$ cat src/rtl/bus_drive_ctrl.sv
// bus_drive_ctrl: half-duplex shared-bus controller feeding a tri-state driver stage
// Ports: clk/reset (sync, active-high); tx_data/tx_valid/tx_ready local word handshake;
// bus_out/bus_en registered tri-state data/enable; bus_in resolved bus read-back;
// peer_req/peer_gnt ownership arbitration; peer_strobe/rx_data/rx_valid peer word capture;
// bus_err sticky contention flag, live only when BUS_CHECK_EN is defined.
module bus_drive_ctrl #(
  parameter int WIDTH     = 8,
  parameter int TURN      = 2,
  parameter int BURST_MAX = 4
) (
  input  logic             clk,
  input  logic             reset,
  input  logic [WIDTH-1:0] tx_data,
  input  logic             tx_valid,
  output logic             tx_ready,
  output logic [WIDTH-1:0] bus_out,
  output logic             bus_en,
  input  logic [WIDTH-1:0] bus_in,
  input  logic             peer_req,
  output logic             peer_gnt,
  input  logic             peer_strobe,
  output logic [WIDTH-1:0] rx_data,
  output logic             rx_valid,
  output logic             bus_err
);
  localparam int CW = $clog2(BURST_MAX + 1);
  localparam int GW = $clog2(TURN + 1);
  localparam logic [CW-1:0] C_MAX  = CW'(BURST_MAX);
  localparam logic [GW-1:0] G_LAST = GW'(TURN - 1);
  typedef enum logic [1:0] {S_IDLE, S_DRIVE, S_PEER, S_GAP} state_t;
  state_t          r_state;
  logic [CW-1:0]   r_count;
  logic [GW-1:0]   r_gap;
  logic            r_last_peer;
  logic            w_hs;
  logic            w_local_win;
  assign tx_ready    = (r_state == S_DRIVE) && (r_count < C_MAX);
  assign w_hs        = tx_valid && tx_ready;
  // on a tie the side that did not own the bus last time wins
  assign w_local_win = tx_valid && (!peer_req || r_last_peer);
  always_ff @(posedge clk) begin
    if (reset) begin
      r_state     <= S_IDLE;
      r_count     <= '0;
      r_gap       <= '0;
      r_last_peer <= 1'b1;
      bus_out     <= '0;
      bus_en      <= 1'b0;
      peer_gnt    <= 1'b0;
      rx_data     <= '0;
      rx_valid    <= 1'b0;
    end else begin
      rx_valid <= 1'b0;
      bus_en   <= 1'b0;
      case (r_state)
        S_IDLE: begin
          if (w_local_win) begin
            r_state     <= S_DRIVE;
            r_last_peer <= 1'b0;
            r_count     <= '0;
          end else if (peer_req) begin
            r_state     <= S_PEER;
            r_last_peer <= 1'b1;
            peer_gnt    <= 1'b1;
          end
        end
        S_DRIVE: begin
          // leaving only on a no-handshake cycle guarantees bus_en is already low in GAP
          if (w_hs) begin
            bus_out <= tx_data;
            bus_en  <= 1'b1;
            r_count <= r_count + CW'(1);
          end else begin
            r_state <= S_GAP;
            r_gap   <= '0;
          end
        end
        S_PEER: begin
          if (peer_strobe) begin
            rx_data  <= bus_in;
            rx_valid <= 1'b1;
          end
          if (!peer_req) begin
            r_state  <= S_GAP;
            r_gap    <= '0;
            peer_gnt <= 1'b0;
          end
        end
        default: begin
          if (r_gap == G_LAST) r_state <= S_IDLE;
          else r_gap <= r_gap + GW'(1);
        end
      endcase
    end
  end
`ifdef BUS_CHECK_EN
  always_ff @(posedge clk) begin
    if (reset) bus_err <= 1'b0;
    else if (bus_en && (bus_in != bus_out)) bus_err <= 1'b1;
  end
`else
  assign bus_err = 1'b0;
`endif
endmodule

$ cat config.mk
export PLATFORM = sky130hd
export DESIGN_NAME = bus_drive_ctrl
export DESIGN_NICKNAME = d
export VERILOG_FILES = /design/src/rtl/bus_drive_ctrl.sv
export SDC_FILE = /design/constraint.sdc
export NUM_CORES = 1
export LEC_CHECK = 0
export ABC_AREA = 1
export CORE_MARGIN = 5
export CORE_UTILIZATION = 44
export CTS_CLUSTER_DIAMETER = 150
export DETAILED_ROUTE_END_ITERATION = 6
export GPL_TIMING_DRIVEN = 0
export PLACE_DENSITY = 0.85
export SYNTH_ARGS = -nofsm -noshare
export SYNTH_HDL_FRONTEND = slang
export SYNTH_SLANG_ARGS = --single-unit
$ cat constraint.sdc
create_clock -name clk -period 2.2 [get_ports clk]
set_clock_uncertainty 0.2 [all_clocks]
set_input_delay 0.66 -clock clk [delete_from_list [all_inputs] [get_ports clk]]
set_output_delay 0.66 -clock clk [all_outputs]
set_load 0.02 [all_outputs]
* After elaboration in Yosys (flattened, before gate mapping) *
Index checks and enable logic that the tools add are counted.
Widths: inputs -> output; s select.

word-level totals
  register bits = 27
  bits of input ports = 21
  output and inout bits = 21
  word-level logic and storage cells = 65

operators by class
  $add $sub $neg = 2
  order comparisons = 1
  equal/unequal tests = 11
  multiplexer cells = 20
  bitwise logic cells = 3
  reductions and logical operators = 19

operators by type and width
  cell                 count
  $mux 2               8
  $ne 2x2->1 const B   6
  $pmux 2 s3           2
  $reduce_and 4->1     3
  $mux 1               6
  $mux 3               2
  $pmux 3 s2           1
  $reduce_and 2->1     3
  $reduce_bool 2->1    3
  $eq 2x1->1 const B   2
  $reduce_bool 4->1    1
  $reduce_or 2->1      2
  $add 3x1->3 const B  1
  $logic_and 1x1->1    3
  $lt 3x3->1 const B   1
  $ne 3x2->1 const B   1
  $ne 3x3->1 const B   1
  $not 1->1            3
  $reduce_and 3->1     1
  $add 2x1->2 const B  1
  $eq 2x2->1 const B   1
  $logic_not 2->1      1
  $pmux 1 s2           1
  $logic_not 1->1      1
  $logic_or 1x1->1     1

* Depth between registers and ports, before layout *
Gate-level depths: netlist (run 1).

  word-level depth = 5
  gate-level depth with buffers = 9
  gate-level depth less buffers = 9

* Worst setup path after synthesis (run 1) *
No wires, ideal clock.

  path type = register -> output
  start point = register r_state[0]
  end point = output port tx_ready
  data arrival time = 1064 ps
  required time = 1340 ps
  path slack = 276 ps
  stages on the path, launching flop included = 4
  buffers on the path = 0
  cells stage by stage = dfxtp_1 ha_1 inv_1 nor2_2

between the ends
  longest elaborated chain between the ends = 2

ends and longest elaborated chain
  item                    RTL line  RTL
  start, declared         31        state_t r_state;
  start signal, assigned  43        r_state <= S_IDLE;
  start signal, assigned  58        r_state <= S_DRIVE;
  start signal, assigned  62        r_state <= S_PEER;
  $eq 2x1->1              37        assign tx_ready = (r_state == S_DRIVE) && (r_count < C_MAX);
  $logic_and 1x1->1       37
  end, declared           15        output logic tx_ready,

No other way between the ends.

* Final worst setup path (run 1) *
  start point = register bus_out[3]
  end point = output port bus_out[3]

RTL lines
  item                    RTL line  RTL
  start, declared         16        output logic [WIDTH-1:0] bus_out,
  start signal, assigned  70        bus_out <= tx_data;

No word-level cell between the ends.

==> results of run 1 <==
-- area by class of cell --
cell class                 instances  area [µm²]
fill                             220         983
multi-input combinational        119         593
sequential                        27         543
timing repair buffer              41         415
inverter                          14        52.6
tap                               31        38.8
buffer                             5        33.8
clock buffer                       4        26.3
-- cells by family after synthesis --
group / count (synthesis)
AND/OR/NAND/NOR: 83
buffers and inverters: 19
adder cells (fa/ha/maj): 6
flip-flops: 27
other: 1
AO/OA/AOI/OAI: 29
-- Yosys cell counts, types with 2 or more instances --
master,instances,share of area
nand2_1,34,0.11
ha_1,6,0.062
clkbuf_1,2,0.0062
o211ai_1,3,0.019
dfxtp_1,27,0.45
nand3_1,13,0.054
nor2_1,33,0.10
o21ai_0,12,0.050
buf_4,2,0.012
a21oi_1,14,0.058
inv_1,13,0.041
-- worst min-delay path by stage --
stage	slack (ns)	endpoint	from	depth (start not counted)
2_1_floorplan	0.25	r_gap[1]$_SDFFE_PP0P_	r_gap[1]$_SDFFE_PP0P_	2
3_3_place_gp	0.25	bus_out[6]$_SDFFE_PP0P_	bus_out[6]$_SDFFE_PP0P_	2
3_5_place_dp	0.26	bus_out[1]$_SDFFE_PP0P_	bus_out[1]$_SDFFE_PP0P_	2
4_1_cts	0.27	bus_out[1]$_SDFFE_PP0P_	bus_out[1]$_SDFFE_PP0P_	2
5_1_grt	0.29	bus_out[1]$_SDFFE_PP0P_	bus_out[1]$_SDFFE_PP0P_	2
6_report	0.27	bus_out[4]$_SDFFE_PP0P_	bus_out[4]$_SDFFE_PP0P_	2
-- sequential cells by signal (all words and copies together) (netlist names) --
register     cells
bus_en           1
bus_out          8
peer_gnt         1
r_count          3
r_gap            2
r_last_peer      1
r_state          2
rx_data          8
rx_valid         1
-- routing by layer --
metal | vias up | routed length, µm | global-route usage
li1 | 616 | - | -
met3 | 4 | 168 | 0.0360
met2 | 27 | 1300 | 0.231
met5 | - | 0 | 0
met1 | 507 | 1210 | 0.185
met4 | 0 | 44 | 0.0398
-- timing repair --
| action | CTS | global route |
|---|---|---|
| pin swaps | 1 | 0 |
| hold buffers | 0 | 0 |
| resized for setup | 10 | 6 |
| buffers inserted | 1 | 0 |
| endpoints found under the setup margin | 1 | 5 |
-- report_power, final --
group	switching (mW)	total (mW)	internal, mW
logic	0.550	0.945	0.395
registers	0.0709	0.671	0.600
clock network	0.137	0.208	0.0709
-- per-stage QoR --
step / setup slack (ns) / utilization
4_1_cts: 0.0306 / 0.629
6_report: 0.0513 / 0.634
3_3_place_gp: -0.445 / 0.611
2_1_floorplan: 0.276 / -
5_1_grt: 0.000342 / 0.634
3_5_place_dp: -0.467 / 0.611
==> metrics.txt, run 1 <==
syn_area_per_cell 7.29 µm²; Die X 62.3 µm; Compound-Gate Fraction of Synth Area 0.127; CP startpoint bus_out[3]$_SDFFE_PP0P_; Max Root-Sink Buffers 2; worst skew pair latency 0.32 ns; Post-Syn Instances 165; leakage 0.769 nW; worst-path cell chain clkdlybuf4s50_1; # rows 19; Min Clock Period, post-route 2.15 ns; pwr/cell area 1070 nW/µm²; Placed Cells incl. Taps 236; commonest non-fill, non-tap cells in the layout clkdlybuf4s50_1, nand2_1, nor2_1, dfxtp_1, a21oi_1; run status finished, final reports clean; Clock Tree Root clkbuf_4; Post-synth ARST share 0; final instance area 1700 µm²; Worst R2R Setup Slack 0.55 ns; Crit path depth 1; number of unique standard cell types used by synthesis 17; critical path's slowest cell clkdlybuf4s50_1; fin crit share 0.977; kind of critical path reg -> out; Mapped Nets 192; max_cap viols 0; fraction of layout cells with a size suffix above 1 0.0810; first-pass iteration count of the detailed router 4; number of flops mapped to enable cells by yosys 0; post-synthesis adder-cell area fraction 0.0624; Routed Antenna Nets 0; vias 1154; Bufs and invs on worst path 1; DRC 0; Fin Setup TNS 0 ns; GPL Wtd Cong 0.850; maximum clock frequency 465 MHz; Worst Setup End Kind output port; synthesized area 1200 µm²; Port Buffers 40; hpwl dp 2.09 mm; reg2reg end rx_data[5]$_SDFFE_PP0P_; Routed Wire Length 2.72 mm; Worst Hold Class reg -> reg; CTS Buf Count 3; CTS tree built; total power 1.82 mW; unrepaired setup endpoints after global routing no; CP max FO 2; overall routing resource usage 0.142; total die area 3880 µm²; largest net degree at the start of global routing 15; Non-Filler Instances 241; xor/xnor share of the synthesized area 0; Reg2Reg Depth 6; Top delay family on crit path buffers and inverters; Max VDD drop 850 µV; total grt overflow 0; initial antenna violation count 0; Post-Synth Simple-Gate Area 0.286; slowest stage delay, CP 0.61 ns; Crit path required time 1.34 ns; Final #Nets 238; yosys warns 0; max-slew violation count 0; CP Launch Type flop; Fin Hold WS 0.270 ns; Hold Vio Cnt, Final 0; synth-to-layout area growth 41.6%; htree depth 1; clock-pin slew on the worst setup and hold paths 0.14 ns; count of final setup violators 0; die height 62.3 µm; core area 2690 µm²; initial DRC count 89; multiplexer share of the synthesized area 0; wire per inst 11.3 µm; commonest non-fill, non-tap cell in the layout clkdlybuf4s50_1; main combinational cell family by area after synthesis simple AND/OR/NAND/NOR gates; Starting Density 0.448; vias per inst 4.79; vias in the first global route 1064; launching point of the worst reg2reg path r_state[0]$_SDFFE_PP0P_; Yosys reg bits 27; antenna cell count 0; first-pass GRT wire length 4.69 mm; num ports 42; placed cell area 1640 µm²; Critical Path AT 1.29 ns; Setup crit end bus_out[3]; prevailing post-synth register cell dfxtp_1; Sink Count 27; Seq/Total Area, Yosys 0.450
(Power assumes the default switching activity.)
==> inputs of run 2 (changes only) <==
Settings changed: CORE_UTILIZATION 44 to 55, DONT_BUFFER_PORTS set to 1, PLACE_DENSITY 0.85 to 0.77.
==> metrics.txt, run 2 (synthesis results as in run 1) <==
wire per inst 13.0 µm (was 11.3 µm); # rows 17 (was 19); Seq pwr share 0.425 (was 0.368); die height 56.8 µm (was 62.3 µm); Net Sw Frac 0.448 (was 0.415); placed cell area 1240 µm² (was 1640 µm²); count of final setup violators 0 (unchanged); Starting Density 0.560 (was 0.448); Worst R2R Setup Slack 0.37 ns (was 0.55 ns); hold buffers post-CTS 0 (unchanged); pwr/cell area 1330 nW/µm² (was 1070 nW/µm²); first-pass iteration count of the detailed router 4 (unchanged); Worst Hold Class in -> reg (was reg -> reg); hold worst-path end bus_out[3]$_SDFFE_PP0P_ (was bus_out[4]$_SDFFE_PP0P_); reg2reg end r_gap[1]$_SDFFE_PP0P_ (was rx_data[5]$_SDFFE_PP0P_); max-slew violation count 0 (unchanged); hold path startpoint reset (was bus_out[4]$_SDFFE_PP0P_); htree depth 1 (unchanged); fraction of layout cells with a size suffix above 1 0.116 (was 0.0810); Pint 0.970 mW (was 1.07 mW); Routed Antenna Nets 0 (unchanged); vias in the first global route 1063 (was 1064); run status finished, final reports clean (unchanged); Reg2Reg Depth 11 (was 6); CTS tree built (unchanged); initial DRC count 34 (was 89); Max Root-Sink Buffers 2 (unchanged); Crit path required time 1.34 ns (about the same); CP Launch Type flop (unchanged); Routed Wire Length 2.62 mm (was 2.72 mm); maximum clock frequency 469 MHz (was 465 MHz); worst setup margin 0.0668 ns (was 0.0513 ns); total die area 3220 µm² (was 3880 µm²); fin crit share 0.970 (was 0.977); Fin Setup TNS 0 ns (unchanged); total power 1.76 mW (was 1.82 mW); launching point of the worst reg2reg path r_state[1]$_SDFFE_PP0P_ (was r_state[0]$_SDFFE_PP0P_); Die X 56.8 µm (was 62.3 µm); hpwl dp 1.93 mm (was 2.09 mm); kind of critical path reg -> out (unchanged); Port Buffers 0 (was 40); Clock Tree Root clkbuf_4 (unchanged); Worst Setup End Kind output port (unchanged); Gate power share 0.442 (was 0.518); Max VDD drop 713 µV (was 850 µV); Sink Count 27 (unchanged); DRC 0 (unchanged); num ports 42 (unchanged); Largest regs bus_out x8, rx_data x8, r_count x3 (unchanged); max_cap viols 0 (unchanged); largest net degree at the start of global routing 17 (was 15); Final #Nets 201 (was 238); vias per inst 5.28 (was 4.79); worst skew pair latency 0.34 ns (was 0.32 ns); final instance area 1320 µm² (was 1700 µm²); core area 2150 µm² (was 2690 µm²); clock-pin slew on the worst setup and hold paths 0.16 ns (was 0.14 ns); Hold Crit Depth 1 (was 2); unrepaired setup endpoints after global routing no (unchanged); leakage 0.559 nW (was 0.769 nW); Min Clock Period, post-route 2.13 ns (was 2.15 ns); Hold Vio Cnt, Final 0 (unchanged); first-pass GRT wire length 4.53 mm (was 4.69 mm); initial antenna violation count 0 (unchanged); Clock power frac 0.133 (was 0.114); Critical Path AT 1.27 ns (was 1.29 ns); CP max FO 5 (was 2); vias 1061 (was 1154); commonest non-fill, non-tap cell in the layout nand2_1 (was clkdlybuf4s50_1); Place WS 0.0473 ns (was -0.467 ns); Fin Hold WS 0.160 ns (was 0.270 ns); CTS Buf Count 3 (unchanged); antenna cell count 0 (unchanged); GPL Wtd Cong 0.758 (was 0.850); total grt overflow 0 (unchanged); Psw 0.788 mW (was 0.758 mW); overall routing resource usage 0.174 (was 0.142); commonest non-fill, non-tap cells in the layout nand2_1, nor2_1, dfxtp_1, a21oi_1, nand3_1 (was clkdlybuf4s50_1, nand2_1, nor2_1, dfxtp_1, a21oi_1); synth-to-layout area growth 9.99% (was 41.6%)
## run 2: changes by cell type in the layout (fill, tap and decap cells not counted), sizes merged
| cell | delta |
|---|---|
| buf | +1 |
| clkbuf | -1 |
| dlymetal6s2s | -4 |
| clkinvlp | +2 |
| nor2 | +1 |
| inv | -1 |
| clkdlybuf4s50 | -35 |
## run 2: final cells by class
cell class	instances	area, µm²
clock inverters	1	7.51
inverters	14	56.3
repair buffers	3	22.5
fillers	198	826
clock buffers	3	22.5
multi-input cells	120	599
flip-flops and latches	27	546
well taps	28	35.0
plain buffers	5	33.8
## run 2: what timing repair did
item                                    CTS  global route
pin swaps                                 1             1
gates cloned                              1             0
gates resized for setup                   8             0
endpoints found under the hold margin     0             0
endpoints found under the setup margin    1             1
setup buffers                             2             1
## run 2: metal layers
| layer | part of all wire | wire length [µm] | GRT usage | vias to the layer above |
|---|---|---|---|---|
| met1 | 0.43 | 1140 | 0.197 | 485 |
| li1 | - | - | - | 545 |
| met4 | 0.0065 | 17 | 0.0762 | 0 |
| met3 | 0.060 | 157 | 0.0368 | 3 |
| met2 | 0.50 | 1310 | 0.310 | 28 |
| met5 | 0 | 0 | 0 | - |
## run 2: through the flow
stage                     cells   util
after floorplan             165      -
after global placement      193  0.576
after detailed placement    193  0.576
after CTS                   200  0.612
after global routing        201  0.616
final                       201  0.616
## run 2: power groups by stage
stage / Combinational [mW] / Clock [mW] / Sequential, mW
3_3_place_gp: 0.662 / 0 / 0.743
3_5_place_dp: 0.700 / 0 / 0.749
6_report: 0.777 / 0.233 / 0.747
2_1_floorplan: 0.580 / 0 / 0.727
5_1_grt: 0.895 / 0.263 / 0.764
4_1_cts: 0.768 / 0.231 / 0.750
## run 2: critical path: stages, from the launching register on
cell and delay, ns:
dfxtp_2 0.37, inv_2 0.08, ha_4 0.15, clkinvlp_4 0.11, nor2_4 0.22
## run 2: how the worst max path moves through the flow
| stage | from | slack, ns | cells past startpoint | to |
|---|---|---|---|---|
| after global routing | r_state[1]$_SDFFE_PP0P_ | 0.0003 | 4 | tx_ready |
| after global placement | r_state[0]$_SDFFE_PP0P_ | 0.10 | 3 | tx_ready |
| after floorplan | r_state[0]$_SDFFE_PP0P_ | 0.28 | 3 | tx_ready |
| final | r_state[1]$_SDFFE_PP0P_ | 0.07 | 4 | tx_ready |
| after detailed placement | r_state[0]$_SDFFE_PP0P_ | 0.05 | 3 | tx_ready |
| after CTS | r_state[1]$_SDFFE_PP0P_ | 0.03 | 4 | tx_ready |
